`config.mk`:
```
export PLATFORM = sky130hd
export DESIGN_NAME = pipelined_cla_adder
export DESIGN_NICKNAME = d
export VERILOG_FILES = /design/src/rtl/pipelined_cla_adder.sv
export SDC_FILE = /design/constraint.sdc
export NUM_CORES = 1
export LEC_CHECK = 0
export CAP_MARGIN = 25
export CORE_MARGIN = 4
export CORE_UTILIZATION = 56
export DETAILED_ROUTE_END_ITERATION = 12
export PLACE_DENSITY = 0.85
export SETUP_SLACK_MARGIN = 0.4
export SLEW_MARGIN = 5
export SYNTH_ARGS = -nofsm -noshare
export SYNTH_HDL_FRONTEND = slang
export SYNTH_SLANG_ARGS = --single-unit
export TNS_END_PERCENT = 1
```
`constraint.sdc`:
```
create_clock -name clk -period 4.66 [get_ports clk]
set_input_delay 0.466 -clock clk [delete_from_list [all_inputs] [get_ports clk]]
set_output_delay 0.466 -clock clk [all_outputs]
set_load 0.005 [all_outputs]
```
`src/rtl/pipelined_cla_adder.sv`:
```
// pipelined_cla_adder
//   Two-stage pipelined carry-lookahead adder/subtractor for the ALU datapath.
//   Stage 1 forms the effective B operand, the bit propagate/generate terms and
//   the 4-bit group P/G terms. Stage 2 resolves the group carries with a second
//   lookahead level, expands them into bit carries inside each group and
//   registers the result together with the C/V/Z flags.
//   Both sides use a valid/ready handshake, so a stalled consumer back-pressures
//   the producer without losing or duplicating beats.
//
// Ports
//   clk        rising-edge clock
//   rst        synchronous reset, active high
//   in_valid   operand beat valid
//   in_ready   beat accepted when in_valid & in_ready
//   a, b       operands (WIDTH bits)
//   cin        carry-in, used only for ADD
//   sub        0: a + b + cin, 1: a - b (a + ~b + 1)
//   out_valid  result beat valid
//   out_ready  result taken when out_valid & out_ready
//   sum        result modulo 2^WIDTH
//   c_out      carry out of the MSB (for SUB, 1 means no borrow)
//   v_out      signed overflow
//   z_out      sum == 0
module pipelined_cla_adder #(
   parameter int WIDTH = 32,
   parameter int GROUP = 4
) (
   input  logic             clk,
   input  logic             rst,
   input  logic             in_valid,
   output logic             in_ready,
   input  logic [WIDTH-1:0] a,
   input  logic [WIDTH-1:0] b,
   input  logic             cin,
   input  logic             sub,
   output logic             out_valid,
   input  logic             out_ready,
   output logic [WIDTH-1:0] sum,
   output logic             c_out,
   output logic             v_out,
   output logic             z_out
);

   localparam int NG = WIDTH / GROUP;

   if ((WIDTH % 4) != 0 || WIDTH < 8 || WIDTH > 64) begin : g_bad_width
      $error("pipelined_cla_adder: WIDTH must be a multiple of 4 in 8..64");
   end
   if (GROUP != 4) begin : g_bad_group
      $error("pipelined_cla_adder: GROUP must be 4");
   end

   // Group propagate/generate of one 4-bit group, returned as {P, G}.
   function automatic logic [1:0] grp_pg(input logic [3:0] p, input logic [3:0] g);
      logic gp;
      logic gg;
      gp = &p;
      gg = g[3] | (p[3] & g[2]) | (p[3] & p[2] & g[1]) | (p[3] & p[2] & p[1] & g[0]);
      return {gp, gg};
   endfunction

   // Carries into each bit of a 4-bit group, flattened lookahead from the group carry-in.
   function automatic logic [3:0] grp_carry(input logic [3:0] p, input logic [3:0] g,
                                            input logic ci);
      logic [3:0] c;
      c[0] = ci;
      c[1] = g[0] | (p[0] & ci);
      c[2] = g[1] | (p[1] & g[0]) | (p[1] & p[0] & ci);
      c[3] = g[2] | (p[2] & g[1]) | (p[2] & p[1] & g[0]) | (p[2] & p[1] & p[0] & ci);
      return c;
   endfunction

   // Handshake control
   logic vld_p1;
   logic vld_p2;
   logic stall;
   logic ld_p2;
   logic ld_p1;
   logic accept;

   assign stall     = vld_p2 & ~out_ready;
   assign ld_p2     = ~stall;
   assign ld_p1     = ~vld_p1 | ld_p2;
   assign in_ready  = ~rst & ld_p1;
   assign accept    = in_valid & in_ready;
   assign out_valid = vld_p2;

   // Stage 1 combinational: effective operand, bit and group P/G
   logic [WIDTH-1:0] bp_in;
   logic [WIDTH-1:0] p_in;
   logic [WIDTH-1:0] g_in;
   logic [NG-1:0]    gp_in;
   logic [NG-1:0]    gg_in;

   always_comb begin
      bp_in = sub ? ~b : b;
      p_in  = a ^ bp_in;
      g_in  = a & bp_in;
      gp_in = '0;
      gg_in = '0;
      for (int k = 0; k < NG; k++) begin
         {gp_in[k], gg_in[k]} = grp_pg(p_in[k*GROUP +: GROUP], g_in[k*GROUP +: GROUP]);
      end
   end

   // ---- stage 1 register boundary ----
   logic [WIDTH-1:0] p_p1;
   logic [WIDTH-1:0] g_p1;
   logic [NG-1:0]    gp_p1;
   logic [NG-1:0]    gg_p1;
   logic             c0_p1;

   always_ff @(posedge clk) begin
      if (accept) begin
         p_p1  <= p_in;
         g_p1  <= g_in;
         gp_p1 <= gp_in;
         gg_p1 <= gg_in;
         c0_p1 <= sub | cin;
      end
   end

   // Stage 2 combinational: group carries, then bit carries inside each group
   logic [NG:0]      gc;
   logic [WIDTH:0]   c_all;
   logic [WIDTH-1:0] s_nx;
   logic             v_nx;

   always_comb begin
      gc    = '0;
      gc[0] = c0_p1;
      for (int k = 0; k < NG; k++) begin
         gc[k+1] = gg_p1[k] | (gp_p1[k] & gc[k]);
      end
      c_all = '0;
      for (int k = 0; k < NG; k++) begin
         c_all[k*GROUP +: GROUP] = grp_carry(p_p1[k*GROUP +: GROUP], g_p1[k*GROUP +: GROUP],
                                             gc[k]);
      end
      c_all[WIDTH] = gc[NG];
      s_nx = p_p1 ^ c_all[WIDTH-1:0];
      // Signed overflow is exactly a disagreement between carry-in and carry-out of the MSB.
      v_nx = c_all[WIDTH] ^ c_all[WIDTH-1];
   end

   // ---- stage 2 register boundary ----
   logic [WIDTH-1:0] sum_p2;
   logic             c_p2;
   logic             v_p2;
   logic             z_p2;

   always_ff @(posedge clk) begin
      if (rst) begin
         vld_p1 <= 1'b0;
         vld_p2 <= 1'b0;
         sum_p2 <= '0;
         c_p2   <= 1'b0;
         v_p2   <= 1'b0;
         z_p2   <= 1'b0;
      end else begin
         if (ld_p1) begin
            vld_p1 <= accept;
         end
         if (ld_p2) begin
            vld_p2 <= vld_p1;
            // Result and flags only move when a real beat advances; bubbles keep the last value.
            if (vld_p1) begin
               sum_p2 <= s_nx;
               c_p2   <= c_all[WIDTH];
               v_p2   <= v_nx;
               z_p2   <= (s_nx == '0);
            end
         end
      end
   end

   assign sum   = sum_p2;
   assign c_out = c_p2;
   assign v_out = v_p2;
   assign z_out = z_p2;

endmodule

```
==> results of run 1 <==
-- cell type report --
cell class	count	area, um2	share of cell area (%)
Clock buffer	11	131	1.91
Clock inverter	5	46.3	0.673
Inverter	8	30.0	0.436
Multi-Input combinational cell	362	2460	35.8
Sequential cell	110	2930	42.6
Tap cell	129	161	2.35
Timing Repair Buffer	112	1110	16.2
-- report_power, final --
part	total [mW]	internal [mW]	switching, mW
sequential	1.16	1.12	0.0444
clock	0.524	0.203	0.321
combinational	0.403	0.206	0.197
-- worst min-delay path, cell delays in order, from the launching register on --
cell and delay [ns]:
dfxtp_1 0.32, nand2_1 0.05, a21oi_1 0.05
-- per-layer routing --
layer | GRT usage [%] | share of wire [%] | up-vias
met4 | 5.94 | 1.5 | 0
met3 | 5.18 | 7.9 | 19
li1 | - | - | 2002
met2 | 38.5 | 50 | 181
met5 | 0 | 0 | -
met1 | 28.6 | 41 | 1966
-- cells by family (layout without fill, tap and decap cells) --
family,count (synthesis),after routing,share of synthesized area (%)
AOI/OAI and AO/OA,99,99,11.3
xor gates and xnor gates,55,55,8.76
adders and majority gates,40,40,9.10
buffers and inverters,23,136,1.93
DFF,110,110,53.3
muxes,2,2,0.364
and+or+nand+nor,166,166,15.2
-- per-stage QoR --
| stage | setup slack, ns | power, mW | cells |
|---|---|---|---|
| after global routing | 1.17 | 2.19 | 737 |
| after global placement | 1.61 | 1.56 | 720 |
| after floorplan | 1.69 | 1.39 | 495 |
| final | 1.46 | 2.09 | 737 |
| after detailed placement | 1.54 | 1.58 | 720 |
| after CTS | 1.48 | 2.09 | 736 |
-- worst paths after layout --
kind                                 to  depth (start not counted)
worst max-delay path              z_out                         11
worst min-delay path            sum[15]                          2
worst max register to register    z_out                         11
worst min register to register  sum[15]                          2
-- synthesized netlist by cell type (all sizes together) (3+ instances only) --
library cell and count:
a211oi 5, a21o 5, a21oi 44, and2 3
and4 9, buf 3, clkbuf 12, dfxtp 37
edfxtp 73, ha 40, inv 8, nand2 58
nand2b 11, nand3 7, nor2 35, nor2b 13
nor3 14, o21a 5, o21ai 18, o21bai 4
o31ai 3, or2 3, xnor2 14, xor2 41
-- sequential cells by signal, summed over array words and instances (netlist names) --
register	count
g_p1	24
out_valid	1
gg_p1	8
z_out	1
vld_p1	1
sum	32
v_out	1
c0_p1	1
c_out	1
p_p1	32
gp_p1	8
==> key figures, run 1 <==
Run status
  – Outcome: completed

Timing
  – # setup viols final: 0
  – RSZ-0062 raised after global routing: false
  – Measured slew at the worst slew-check pin: around 0.94 ns
  – Setup_tns: 0 ns
  – Final period util: 68.6%
  – Final hold viol count: 0
  – Final min period: 3.20 ns
  – Hold Slack: 0.462 ns
  – Slew margin rel.: 37.4%
  – Clock skew: 0.0197 ns
  – Max Slew Vio Count: 0
  – Highest Clock Rate: 0.313 GHz

Route
  – Drt first pass iters: 5
  – Final wirelength: 12600 um
  – # DRC: 0
  – Post-DRT Antenna Nets: 0
  – Violation count after the first detailed-route iteration: 249
  – Via density: ~5.7
  – WL/cell: 17.1 um
  – Vias: 4168

Global route
  – GR Util All Layers: 22.4%
  – GRT overflow: 0
  – First-pass GRT wire length: roughly 20000 um
  – Initial antenna violation count: 0
  – Vias in the first global route: 4155
  – Largest net degree at the start of global routing: 44

Critical path
  – Setup crit start kind: flop
  – Worst setup EP type: flop
  – CP max stage delay: 0.52 ns
  – Critical Path, Cell by Cell: a211oi_2, o21bai_1, a21o_1, ha_1, nor2_2, xnor2_1, or4_1, or4b_1, a2111oi_2, nand4bb_1, nand2_1
  – Critical path fanouts, max: 6
  – WP data required: 4.97 ns
  – CP bufs+invs: 0
  – Arr. time, crit path: about 3.5 ns
  – Largest delay share family, worst path: simple AND/OR/NAND/NOR gates
  – Crit path kind: reg -> reg
  – Critical path origin: c0_p1
  – Worst path slowest cell: or4_1
  – R2r setup slk: 1.46 ns
  – R2R Path Start: c0_p1

Clocking
  – CTS tree: yes
  – Skew-Pair Late Insertion Delay: 0.37 ns
  – Post-CTS resize count: 0
  – Clock Path Buffers: 2
  – CTS H-tree depth: 3
  – Clock transition at path regs: 0.10 ns
  – Clock Sinks: 110
  – Post-CTS Setup Inserts: 0
  – Clock root cell: clkbuf_8
  – Hold-fix buffers, CTS: 0
  – CTS Buf Count: 9

Logic synthesis
  – Synth top area share: 39.9%
  – Synth cell types: 52
  – Synth Warn #: 0
  – Syn Inst Count: 495
  – Post-synth net total: 605
  – Synthesized cell area: 5500 um2
  – Sequential-to-total area share from yosys stat: 53.3%
  – Dominant cells by area after synthesis: edfxtp_1, dfxtp_1, ha_1, xor2_1, a21oi_1
  – Ys flop type: edfxtp_1
  – Synth async-reset ratio: 0%
  – Mean area per synthesized cell: around 11 um2
  – Synthesized flop and latch total: 110
  – Synth area leader: edfxtp_1
  – EDFF count, synth: 73

Floorplanning
  – Initial Util: 58.4%
  – Chip Width: 107 um
  – Std cell rows: 35
  – Ports: 107
  – Die H: between 100 and 150 um
  – Core area: 9420 um2
  – Overall die area: 11500 um2

Placement
  – DP Area: 6680 um2
  – IO buf count: 106
  – Dpl hpwl: between 9000 and 10000 um
  – GPL Wtd Cong: ~0.93

Power
  – Max VDD drop: ~0.16 mV
  – P_leak: between 2 and 3 nW
  – Pwr dens: 303 nW/um2

Finish
  – Finished Cell Area: between 6000 and 7000 um2
  – Share of cells above drive strength 1: 5.59%
  – Fill count: 683
  – Commonest non-fill, non-tap cell in the layout: clkdlybuf4s50_1
  – Most frequent cells in the layout: clkdlybuf4s50_1, edfxtp_1, nand2_1, a21oi_1, xor2_1
  – Synthesis-to-finish area growth: 25.1%
  – Core Util, Final: around three quarters
  – Layout Nets: 713
  – # diodes: 0

Min path
  – Hold Crit Start: sum[15]
  – Worst min-delay path class: reg -> reg

Flow run
  – Maxcap violations: 0
No activity file was read; power rests on OpenSTA's default activity.
==> run 2: changes to the inputs <==
--- a/config.mk
+++ b/config.mk
@@ -7,9 +7,9 @@
 export LEC_CHECK = 0
 export CAP_MARGIN = 25
 export CORE_MARGIN = 4
-export CORE_UTILIZATION = 56
+export CORE_UTILIZATION = 52
 export DETAILED_ROUTE_END_ITERATION = 12
-export PLACE_DENSITY = 0.85
+export PLACE_DENSITY = 0.8
 export SETUP_SLACK_MARGIN = 0.4
 export SLEW_MARGIN = 5
 export SYNTH_ARGS = -nofsm -noshare
==> constraint.sdc (replaced) <==
create_clock -name clk -period 3.29 [get_ports clk]
set_input_delay 0.329 -clock clk [delete_from_list [all_inputs] [get_ports clk]]
set_output_delay 0.329 -clock clk [all_outputs]
set_load 0.005 [all_outputs]
==> key figures, run 2 (synthesis results as in run 1) <==
Route
  – Via density: 5.52 (was 5.66)
  – Post-DRT Antenna Nets: 0 (unchanged)
  – WL/cell: 17.2 um (was 17.1 um)
  – Drt first pass iters: 4 (was 5)
  – Violation count after the first detailed-route iteration: 239 (was 249)
  – Final wirelength: 12900 um (was 12600 um)
  – Vias: 4130 (was 4168)
  – # DRC: 0 (unchanged)

Timing
  – Clock skew: 0.0115 ns (was 0.0197 ns)
  – Max Slew Vio Count: 0 (unchanged)
  – Hold Slack: 0.458 ns (was 0.462 ns)
  – # setup viols final: 0 (unchanged)
  – Final period util: 88.0% (was 68.6%)
  – Highest Clock Rate: 0.346 GHz (was 0.313 GHz)
  – Measured slew at the worst slew-check pin: 0.949 ns (was 0.938 ns)
  – Slew margin rel.: 36.7% (was 37.4%)
  – RSZ-0062 raised after global routing: true (was false)
  – Final min period: 2.89 ns (was 3.20 ns)
  – Final hold viol count: 0 (unchanged)
  – Final worst slack: 0.396 ns (was 1.46 ns)
  – Setup_tns: 0 ns (unchanged)

Finish
  – Share of cells above drive strength 1: 7.52% (was 5.59%)
  – # diodes: 0 (unchanged)
  – Most frequent cells in the layout: clkdlybuf4s50_1, edfxtp_1, nand2_1, a21oi_1, xor2_1 (unchanged)
  – Core Util, Final: 67.9% (was 73.1%)
  – Synthesis-to-finish area growth: 27.4% (was 25.1%)
  – Layout Nets: 717 (was 713)
  – Fill count: 792 (was 683)
  – Commonest non-fill, non-tap cell in the layout: clkdlybuf4s50_1 (unchanged)

Floorplanning
  – Chip Width: 111 um (was 107 um)
  – Overall die area: 12300 um2 (was 11500 um2)
  – Die H: 111 um (was 107 um)
  – Ports: 107 (unchanged)
  – Core area: 10300 um2 (was 9420 um2)
  – Std cell rows: 37 (was 35)
  – Initial Util: 53.3% (was 58.4%)

Clocking
  – Clock Path Buffers: 2 (unchanged)
  – Clock Sinks: 110 (unchanged)
  – CTS Buf Count: 9 (unchanged)
  – Clock root cell: clkbuf_8 (unchanged)
  – CTS tree: yes (unchanged)
  – Skew-Pair Late Insertion Delay: 0.37 ns (about the same)
  – Hold-fix buffers, CTS: 0 (unchanged)
  – CTS H-tree depth: 3 (unchanged)
  – Clock transition at path regs: 0.10 ns (about the same)

Critical path
  – Worst path slowest cell: or4_1 (unchanged)
  – Critical path fanouts, max: 4 (was 6)
  – CP bufs+invs: 0 (unchanged)
  – Critical Path, Cell by Cell: o21ai_2, o21bai_2, a21o_1, ha_1, nor2_2, xnor2_1, or4_1, or4b_4, a2111oi_4, nand4bb_1, nand2_1 (was a211oi_2, o21bai_1, a21o_1, ha_1, nor2_2, xnor2_1, or4_1, or4b_1, a2111oi_2, nand4bb_1, nand2_1)
  – Worst setup EP type: flop (unchanged)
  – WP data required: 3.61 ns (was 4.97 ns)
  – Arr. time, crit path: 3.22 ns (was 3.51 ns)
  – Crit path kind: reg -> reg (unchanged)
  – Setup crit start kind: flop (unchanged)
  – CP max stage delay: 0.53 ns (was 0.52 ns)
  – Largest delay share family, worst path: simple AND/OR/NAND/NOR gates (unchanged)

Power
  – Internal power: 2.30 mW (was 1.52 mW)
  – P_leak: 2.64 nW (was 2.59 nW)
  – Clock Power Share: 27.8% (was 25.1%)
  – Sw Ratio: 25.4% (was 27.0%)
  – Sw power: 0.785 mW (was 0.563 mW)
  – Pwr dens: 440 nW/um2 (was 303 nW/um2)
  – Max VDD drop: 0.279 mV (was 0.159 mV)
  – Logic pwr share: 19.0% (was 19.3%)
  – Seq pwr share: 53.2% (was 55.6%)

Placement
  – GPL Wtd Cong: 0.922 (was 0.931)
  – Dpl hpwl: 9650 um (was 9470 um)
  – Post-Place Worst Slack: 0.318 ns (was 1.54 ns)
  – IO buf count: 106 (unchanged)

Global route
  – Initial antenna violation count: 0 (unchanged)
  – GRT overflow: 0 (unchanged)
  – Largest net degree at the start of global routing: 74 (was 44)
  – GR Util All Layers: 20.9% (was 22.4%)
  – First-pass GRT wire length: 20700 um (was 20000 um)
  – Vias in the first global route: 4148 (was 4155)

Flow run
  – Maxcap violations: 0 (unchanged)

Run status
  – Outcome: completed (unchanged)

Min path
  – Worst min-delay path class: reg -> reg (unchanged)
## run 2: cell count changes in the layout (fill, tap and decap cells not counted), sizes merged
cell	delta
buf	+4
clkinv	-3
clkbuf	+2
bufinv	+1
## run 2: worst paths after layout
| path | from | slack (ns) | cells after the start | end |
|---|---|---|---|---|
| max | gg_p1[1] | 0.40 | 11 | z_out |
| min | sum[15] | 0.46 | 2 | sum[15] |
| min reg2reg | sum[15] | 0.46 | 2 | sum[15] |
| max reg2reg | gg_p1[1] | 0.40 | 11 | z_out |
## run 2: repair_timing
item | CTS | global route
pin swaps | 1 | 3
hold endpoints to repair | 0 | 0
gates resized for setup | 2 | 7
endpoints found under the setup margin | 1 | 1
setup buffers | 4 | 1
## run 2: per-layer routing
| layer | track usage [%] | wire (um) | vias up |
|---|---|---|---|
| li1 | - | - | 2019 |
| met1 | 26.6 | 5520 | 1970 |
| met2 | 35.5 | 6510 | 126 |
| met3 | 3.88 | 646 | 15 |
| met4 | 7.80 | 189 | 0 |
| met5 | 0 | 0 | - |
## run 2: area by class of cell
type / instances / area (um2) / share of cell area, %
multi-input cells: 362 / 2520 / 35.9
clock inverters: 3 / 41.3 / 0.589
clock buffers: 13 / 170 / 2.43
repair buffers: 116 / 1140 / 16.3
inverters: 8 / 30.0 / 0.429
well taps: 136 / 170 / 2.43
flip-flops and latches: 110 / 2930 / 41.9
## run 2: power groups by stage
stage | Clock, mW | Sequential (mW) | Combinational [mW]
floorplan | 0 | 1.66 | 0.314
global placement | 0 | 1.67 | 0.551
detailed placement | 0 | 1.67 | 0.569
CTS | 0.866 | 1.64 | 0.580
global route | 0.925 | 1.65 | 0.648
finish | 0.857 | 1.64 | 0.586
## run 2: worst reg2reg max path, stage by stage (launching register included)
cell       delay, ns
edfxtp_1        0.48
o21ai_2         0.26
o21bai_2        0.12
a21o_1          0.19
ha_1            0.18
nor2_2          0.11
xnor2_1         0.09
or4_1           0.53
or4b_4          0.50
a2111oi_4       0.20
nand4bb_1       0.12
nand2_1         0.07
## run 2: per-stage QoR
step | instances | power, mW | cell area (um2)
global placement | 727 | 2.22 | 6700
CTS | 747 | 3.08 | 6950
floorplan | 495 | 1.97 | 5500
detailed placement | 727 | 2.24 | 6700
finish | 748 | 3.09 | 7010
global route | 748 | 3.22 | 7010
==> run 3: changes to the inputs <==
--- a/config.mk
+++ b/config.mk
@@ -11,6 +11,7 @@
 export DETAILED_ROUTE_END_ITERATION = 12
 export PLACE_DENSITY = 0.8
 export SETUP_SLACK_MARGIN = 0.4
+export SKIP_LAST_GASP = 1
 export SLEW_MARGIN = 5
 export SYNTH_ARGS = -nofsm -noshare
 export SYNTH_HDL_FRONTEND = slang
==> results of run 3 <==
No change in the layout: final DEF, timing and power equal those of run 2.
